File: src/rtl/alu_pkg.sv
// Shared ALU / multiply-divide definitions: MIPS funct codes for HI/LO ops
// and the iterative multiply-divide controller state encoding.
package alu_pkg;

    localparam logic [5:0] F_MFHI  = 6'h10;
    localparam logic [5:0] F_MTHI  = 6'h11;
    localparam logic [5:0] F_MFLO  = 6'h12;
    localparam logic [5:0] F_MTLO  = 6'h13;
    localparam logic [5:0] F_MULT  = 6'h18;
    localparam logic [5:0] F_MULTU = 6'h19;
    localparam logic [5:0] F_DIV   = 6'h1A;
    localparam logic [5:0] F_DIVU  = 6'h1B;

    typedef enum logic [1:0] {
        S_IDLE,
        S_CALC,
        S_FIXUP
    } mdu_state_e;

endpackage

File: src/rtl/mdu_step.sv
// One iteration of the unsigned magnitude datapath.
// Ports: is_div selects divide; hi_i/lo_i working pair in, opnd_i
// multiplicand or divisor; hi_o/lo_o working pair after the step.
module mdu_step #(
    parameter int WIDTH = 32
) (
    input  logic             is_div,
    input  logic [WIDTH-1:0] hi_i,
    input  logic [WIDTH-1:0] lo_i,
    input  logic [WIDTH-1:0] opnd_i,
    output logic [WIDTH-1:0] hi_o,
    output logic [WIDTH-1:0] lo_o
);

    logic [WIDTH:0]   sum;
    logic [WIDTH:0]   rem_sh;
    logic [WIDTH-1:0] diff;

    always_comb begin
        // Multiply: add when the multiplier LSB is set, then shift
        // {carry, hi, lo} right so the product forms in hi:lo.
        sum    = {1'b0, hi_i} + (lo_i[0] ? {1'b0, opnd_i} : '0);
        // Divide: lo holds the dividend and collects quotient bits.
        rem_sh = {hi_i, lo_i[WIDTH-1]};
        // When the trial subtract succeeds the result is < divisor,
        // so the low WIDTH bits are exact.
        diff   = rem_sh[WIDTH-1:0] - opnd_i;
        if (is_div) begin
            if (rem_sh >= {1'b0, opnd_i}) begin
                hi_o = diff;
                lo_o = {lo_i[WIDTH-2:0], 1'b1};
            end else begin
                hi_o = rem_sh[WIDTH-1:0];
                lo_o = {lo_i[WIDTH-2:0], 1'b0};
            end
        end else begin
            hi_o = sum[WIDTH:1];
            lo_o = {sum[0], lo_i[WIDTH-1:1]};
        end
    end

endmodule

File: src/rtl/mult_div_unit.sv
// Iterative MIPS HI/LO multiply-divide unit with MFHI/MFLO/MTHI/MTLO.
// Ports: start/funct/dataIn0/dataIn1 request; busy, done pulse, result
// register with zero/negative/positive flags, divByZero valid with done.
module mult_div_unit
    import alu_pkg::*;
#(
    parameter int WIDTH = 32
) (
    input  logic             clk,
    input  logic             rst,
    input  logic             start,
    input  logic [5:0]       funct,
    input  logic [WIDTH-1:0] dataIn0,
    input  logic [WIDTH-1:0] dataIn1,
    output logic             busy,
    output logic             done,
    output logic [WIDTH-1:0] result,
    output logic             outputZero,
    output logic             outputNegative,
    output logic             outputPositive,
    output logic             divByZero
);

    localparam int            CW   = $clog2(WIDTH);
    localparam logic [CW-1:0] LAST = CW'(WIDTH - 1);

    mdu_state_e       state_q, state_d;
    logic [WIDTH-1:0] hi_q, hi_d, lo_q, lo_d, res_q, res_d;
    logic [WIDTH-1:0] acc_hi_q, acc_hi_d, acc_lo_q, acc_lo_d;
    logic [WIDTH-1:0] opnd_q, opnd_d;
    logic [CW-1:0]    cnt_q, cnt_d;
    logic             busy_q, busy_d, done_q, done_d, dz_q, dz_d;
    logic             is_div_q, is_div_d, div0_q, div0_d;
    logic             neg_res_q, neg_res_d, neg_rem_q, neg_rem_d;

    logic             is_md, is_sgn, is_dv;
    logic [WIDTH-1:0] a_mag, b_mag, step_hi, step_lo, quo, rem;
    logic [2*WIDTH-1:0] prod;

    mdu_step #(.WIDTH(WIDTH)) u_step (
        .is_div (is_div_q),
        .hi_i   (acc_hi_q),
        .lo_i   (acc_lo_q),
        .opnd_i (opnd_q),
        .hi_o   (step_hi),
        .lo_o   (step_lo)
    );

    always_comb begin
        is_md  = funct inside {F_MULT, F_MULTU, F_DIV, F_DIVU};
        is_sgn = (funct == F_MULT) || (funct == F_DIV);
        is_dv  = (funct == F_DIV) || (funct == F_DIVU);
        a_mag  = (is_sgn && dataIn0[WIDTH-1]) ? -dataIn0 : dataIn0;
        b_mag  = (is_sgn && dataIn1[WIDTH-1]) ? -dataIn1 : dataIn1;
        prod   = {acc_hi_q, acc_lo_q};
        if (neg_res_q) prod = -prod;
        // Divide by zero leaves |dividend| in acc_hi, so the normal
        // remainder sign fix already yields HI = dataIn0.
        quo = div0_q ? '1 : (neg_res_q ? -acc_lo_q : acc_lo_q);
        rem = neg_rem_q ? -acc_hi_q : acc_hi_q;
    end

    always_comb begin
        state_d   = state_q;
        hi_d      = hi_q;
        lo_d      = lo_q;
        res_d     = res_q;
        acc_hi_d  = acc_hi_q;
        acc_lo_d  = acc_lo_q;
        opnd_d    = opnd_q;
        cnt_d     = cnt_q;
        busy_d    = busy_q;
        done_d    = 1'b0;
        dz_d      = dz_q;
        is_div_d  = is_div_q;
        div0_d    = div0_q;
        neg_res_d = neg_res_q;
        neg_rem_d = neg_rem_q;
        unique case (state_q)
            S_IDLE: begin
                if (start) begin
                    unique case (1'b1)
                        is_md: begin
                            state_d   = S_CALC;
                            busy_d    = 1'b1;
                            cnt_d     = '0;
                            is_div_d  = is_dv;
                            acc_hi_d  = '0;
                            acc_lo_d  = is_dv ? a_mag : b_mag;
                            opnd_d    = is_dv ? b_mag : a_mag;
                            neg_res_d = is_sgn &&
                                (dataIn0[WIDTH-1] ^ dataIn1[WIDTH-1]);
                            neg_rem_d = is_sgn && is_dv && dataIn0[WIDTH-1];
                            div0_d    = is_dv && (dataIn1 == '0);
                        end
                        (funct == F_MFHI): begin
                            res_d  = hi_q;
                            done_d = 1'b1;
                            dz_d   = 1'b0;
                        end
                        (funct == F_MFLO): begin
                            res_d  = lo_q;
                            done_d = 1'b1;
                            dz_d   = 1'b0;
                        end
                        (funct == F_MTHI): begin
                            hi_d   = dataIn0;
                            done_d = 1'b1;
                            dz_d   = 1'b0;
                        end
                        (funct == F_MTLO): begin
                            lo_d   = dataIn0;
                            done_d = 1'b1;
                            dz_d   = 1'b0;
                        end
                        default: begin
                            done_d = 1'b1;
                            dz_d   = 1'b0;
                        end
                    endcase
                end
            end
            S_CALC: begin
                acc_hi_d = step_hi;
                acc_lo_d = step_lo;
                if (cnt_q == LAST) state_d = S_FIXUP;
                else cnt_d = cnt_q + 1'b1;
            end
            S_FIXUP: begin
                if (is_div_q) begin
                    hi_d = rem;
                    lo_d = quo;
                end else begin
                    hi_d = prod[2*WIDTH-1:WIDTH];
                    lo_d = prod[WIDTH-1:0];
                end
                dz_d    = is_div_q && div0_q;
                busy_d  = 1'b0;
                done_d  = 1'b1;
                state_d = S_IDLE;
            end
            default: state_d = S_IDLE;
        endcase
    end

    always_ff @(posedge clk or negedge rst) begin
        if (!rst) begin
            state_q   <= S_IDLE;
            hi_q      <= '0;
            lo_q      <= '0;
            res_q     <= '0;
            acc_hi_q  <= '0;
            acc_lo_q  <= '0;
            opnd_q    <= '0;
            cnt_q     <= '0;
            busy_q    <= 1'b0;
            done_q    <= 1'b0;
            dz_q      <= 1'b0;
            is_div_q  <= 1'b0;
            div0_q    <= 1'b0;
            neg_res_q <= 1'b0;
            neg_rem_q <= 1'b0;
        end else begin
            state_q   <= state_d;
            hi_q      <= hi_d;
            lo_q      <= lo_d;
            res_q     <= res_d;
            acc_hi_q  <= acc_hi_d;
            acc_lo_q  <= acc_lo_d;
            opnd_q    <= opnd_d;
            cnt_q     <= cnt_d;
            busy_q    <= busy_d;
            done_q    <= done_d;
            dz_q      <= dz_d;
            is_div_q  <= is_div_d;
            div0_q    <= div0_d;
            neg_res_q <= neg_res_d;
            neg_rem_q <= neg_rem_d;
        end
    end

    assign busy           = busy_q;
    assign done           = done_q;
    assign result         = res_q;
    assign divByZero      = dz_q;
    assign outputZero     = (res_q == '0);
    assign outputNegative = res_q[WIDTH-1];
    assign outputPositive = (res_q != '0) && !res_q[WIDTH-1];

endmodule

File: config.mk
export PLATFORM = sky130hd
export DESIGN_NAME = mult_div_unit
export DESIGN_NICKNAME = d
export VERILOG_FILES = /design/src/rtl/alu_pkg.sv /design/src/rtl/mdu_step.sv /design/src/rtl/mult_div_unit.sv
export SDC_FILE = /design/constraint.sdc
export NUM_CORES = 1
export LEC_CHECK = 0
export CAP_MARGIN = 40
export CORE_MARGIN = 5
export CORE_UTILIZATION = 37
export DETAILED_ROUTE_END_ITERATION = 8
export PLACE_DENSITY_LB_ADDON = 0.2
export SLEW_MARGIN = 20
export SYNTH_ARGS = -nofsm -noshare
export SYNTH_HDL_FRONTEND = slang
export SYNTH_SLANG_ARGS = --single-unit
File: constraint.sdc
create_clock -name clk -period 9.09 [get_ports clk]
set_clock_uncertainty 0.2 [all_clocks]
set_input_delay 2.2725 -clock clk [delete_from_list [all_inputs] [get_ports clk]]
set_output_delay 2.2725 -clock clk [all_outputs]
set_load 0.01 [all_outputs]
==> run metrics <==
simple-gate share of the synthesized area=0.2089; Clock power frac=0.159; sw power=3.101 mW; hold buffers post-CTS=0; initial antenna violation count=0; switching share of power=0.4762; cells after synthesis=2135; commonest cells after routing, fill and taps aside=nand2_1, o21ai_0, nor2_1; cell-internal power=3.410 mW; top cell type by total area after synthesis=dfrtp_1; Hold Path Origin=opnd_q[3]; postcts setup bufs=0; Final Max Slew Viols=0; Syn Nets=2280; final worst path period share=0.5979; drt first pass iters=6; area grow syn2layout=15.47%; gr ovfl total=0; xor/xnor share of the synthesized area=0.09136; Gate power share=0.558; max_cap viols=0; diode count=0; DR vias/cell=5.776; DR iter-0 viols=1548; DRT antenna net count=0; Core ar.=44410 um^2; Final Hold Viols=0; Post-Route WL=62.66 mm; row count=77; # fillers=4496; clk slew on worst S/H paths=0.06 ns; Yosys cell types=76; Die H=222.3 um; Max-Slew Margin vs Limit=0.3948; I/O Pins=111; Adder-Cell Fraction of Synth Area=0.05491; Multi-input gate area=10840 um^2; Worst Hold Class=flop to flop; mux share of post-synthesis cell area=0.07253; dominant cells by area after synthesis=dfrtp_1, o21ai_0, nand2_1, mux2i_1, ha_1; Layout Nets=2323; Num CTS Buffers=25; reg-to-reg critical path startpoint=acc_lo_q[0]; root buffer cell=clkbuf_16; peak supply drop=0.1638 mV; CP Launch Point=dataIn0[8]; status=complete, no violations; RSZ-0062 raised after global routing=false; hold depth=2; largest family of logic cells by synthesized area=compound AO/OA/AOI/OAI gates; DR WL/cell=22.47 um; # clock sinks=206; leakage power total=7.974 nW; sequential-to-total area share from yosys stat=0.3090; Max Buffers Root-to-Sink=3; sequential share of power=0.284; Synth top area share=0.3090; arrival time worst endpoint=5.68 ns; Mapped Area=16680 um^2; Critical Path Fanout Max=7; Startpoint Class=input pin; critical path class=input pin to flop; hpwl dp=47.85 mm; Crit. End Element=flop; number of global-route vias before repair=15300; Reg2Reg Setup Slack=4.75 ns; share of flip-flops with an asynchronous set or reset=1.000; Tot GR Track Use=0.2430; die area=49430 um^2; Primary FF master, synth=dfrtp_1; number of synthesized flops with an enable pin=0; Synth Area in Compound Gates=0.2197; Fin Setup TNS=0 ns; die width=222.3 um; PD cells=338.0 nW/um^2; Initial Utilization=0.3756; Mean Syn Cell Area=7.813 um^2; via count=16110; clock period minus worst slack=5.434 ns; Critical Path RT=9.34 ns; CTS HTree Levels=1; Max Freq=184.0 MHz; post-cts sizing count=0; Seq cells post-synth=206; largest net degree at the start of global routing=105; total chip power=6.511 mW; gp weighted congestion=0.9589; Reg area=5156 um^2; clk_lat worst skew=0.57 ns; R2R depth=11; Final setup viols=0; first-pass GRT wire length=95.39 mm; port buffer count=110; Slew @ Worst Pin=0.9078 ns; remaining routing DRC violations=0; commonest non-fill, non-tap cell in the layout=nand2_1; layout cell share with drive strength beyond 1=0.05599; Ys Warns=0; CTS tree=done
## final timing paths
| check | end |
|---|---|
| setup / recovery | acc_lo_q[28] |
| hold / removal | opnd_q[3] |
| setup reg to reg | hi_q[24] |
| hold reg to reg | opnd_q[3] |
| max in group asynchronous | is_div_q |
| min in group asynchronous | result[8] |
## metal layers
metal  vias to the layer above  GRT usage  share of wire  routed length, um
met5                         -          0              0                  0
met4                         0    0.07154          0.032               2031
met3                        83    0.04553          0.080               5036
met2                       677     0.3633           0.42              26110
met1                      7673     0.3579           0.47              29480
li1                       7677          -              -                  -
## flip-flops by register name (all words and copies together) (netlist names), 2 cells and up
register / count
acc_hi_q: 32
acc_lo_q: 32
hi_q: 32
lo_q: 32
opnd_q: 32
result: 32
cnt_q: 5
state_q: 2
## cell usage after synthesis, types with 12 or more instances
cell type / count
a21o_1: 19
a21oi_1: 144
a22oi_1: 15
a31oi_1: 22
a32oi_1: 18
clkbuf_1: 110
dfrtp_1: 206
ha_1: 70
inv_1: 63
mux2i_1: 113
nand2_1: 315
nand2b_1: 21
nand3_1: 46
nand4_1: 15
nor2_1: 220
nor2b_1: 18
nor3_1: 28
nor4_1: 25
o211ai_1: 17
o21ai_0: 245
o31ai_1: 26
or2_2: 12
or3_1: 20
xnor2_1: 98
xor2_1: 76
## metrics by stage
stage / instance area [um^2] / instances / setup slack [ns] / util / hold WS (ns)
5_1_grt: 19260 / 2789 / 3.505 / 0.4337 / 0.3129
4_1_cts: 19230 / 2787 / 3.751 / 0.4329 / 0.2870
3_3_place_gp: 18230 / 2731 / 2.759 / 0.4105 / 0.2645
2_1_floorplan: 16680 / 2135 / 4.248 / - / 0.2498
6_report: 19260 / 2789 / 3.656 / 0.4337 / 0.2852
3_5_place_dp: 18400 / 2741 / 3.192 / 0.4142 / 0.2745
## power by group through the flow
| stage | clock, mW | combinational [mW] | sequential [mW] |
|---|---|---|---|
| after floorplan | 0 | 2.51 | 1.66 |
| after global placement | 0 | 3.50 | 1.83 |
| after detailed placement | 0 | 3.56 | 1.85 |
| after CTS | 1.05 | 3.58 | 1.83 |
| after global routing | 1.08 | 4.00 | 1.90 |
| final | 1.03 | 3.63 | 1.85 |
## worst max-delay path, cell delays in order
cell and delay [ns]:
clkdlybuf4s50_1 0.51, or4_1 0.63, nor4_1 0.23, clkdlybuf4s18_2 0.34, nor3b_2 0.48, nor3b_1 0.43, a21oi_1 0.14, xnor2_1 0.22
a21oi_1 0.10, a221o_1 0.33
## cell families after synthesis
kind of cell             count (synthesis)
AND/OR/NAND/NOR                        771
AO/OA/AOI/OAI                          603
flip-flops                             206
buffers and inverters                  189
XOR/XNOR                               174
multiplexers                           120
adder cells (fa/ha/maj)                 72
## layout make-up
cell class              instances  area share
clock buffers                  31     0.03521
well taps                     592     0.03845
repair buffers                142     0.07561
multi-input cells            1740      0.5629
clock inverters                15    0.007860
flip-flops and latches        206      0.2677
inverters                      63     0.01228
(Power assumes the default switching activity.)
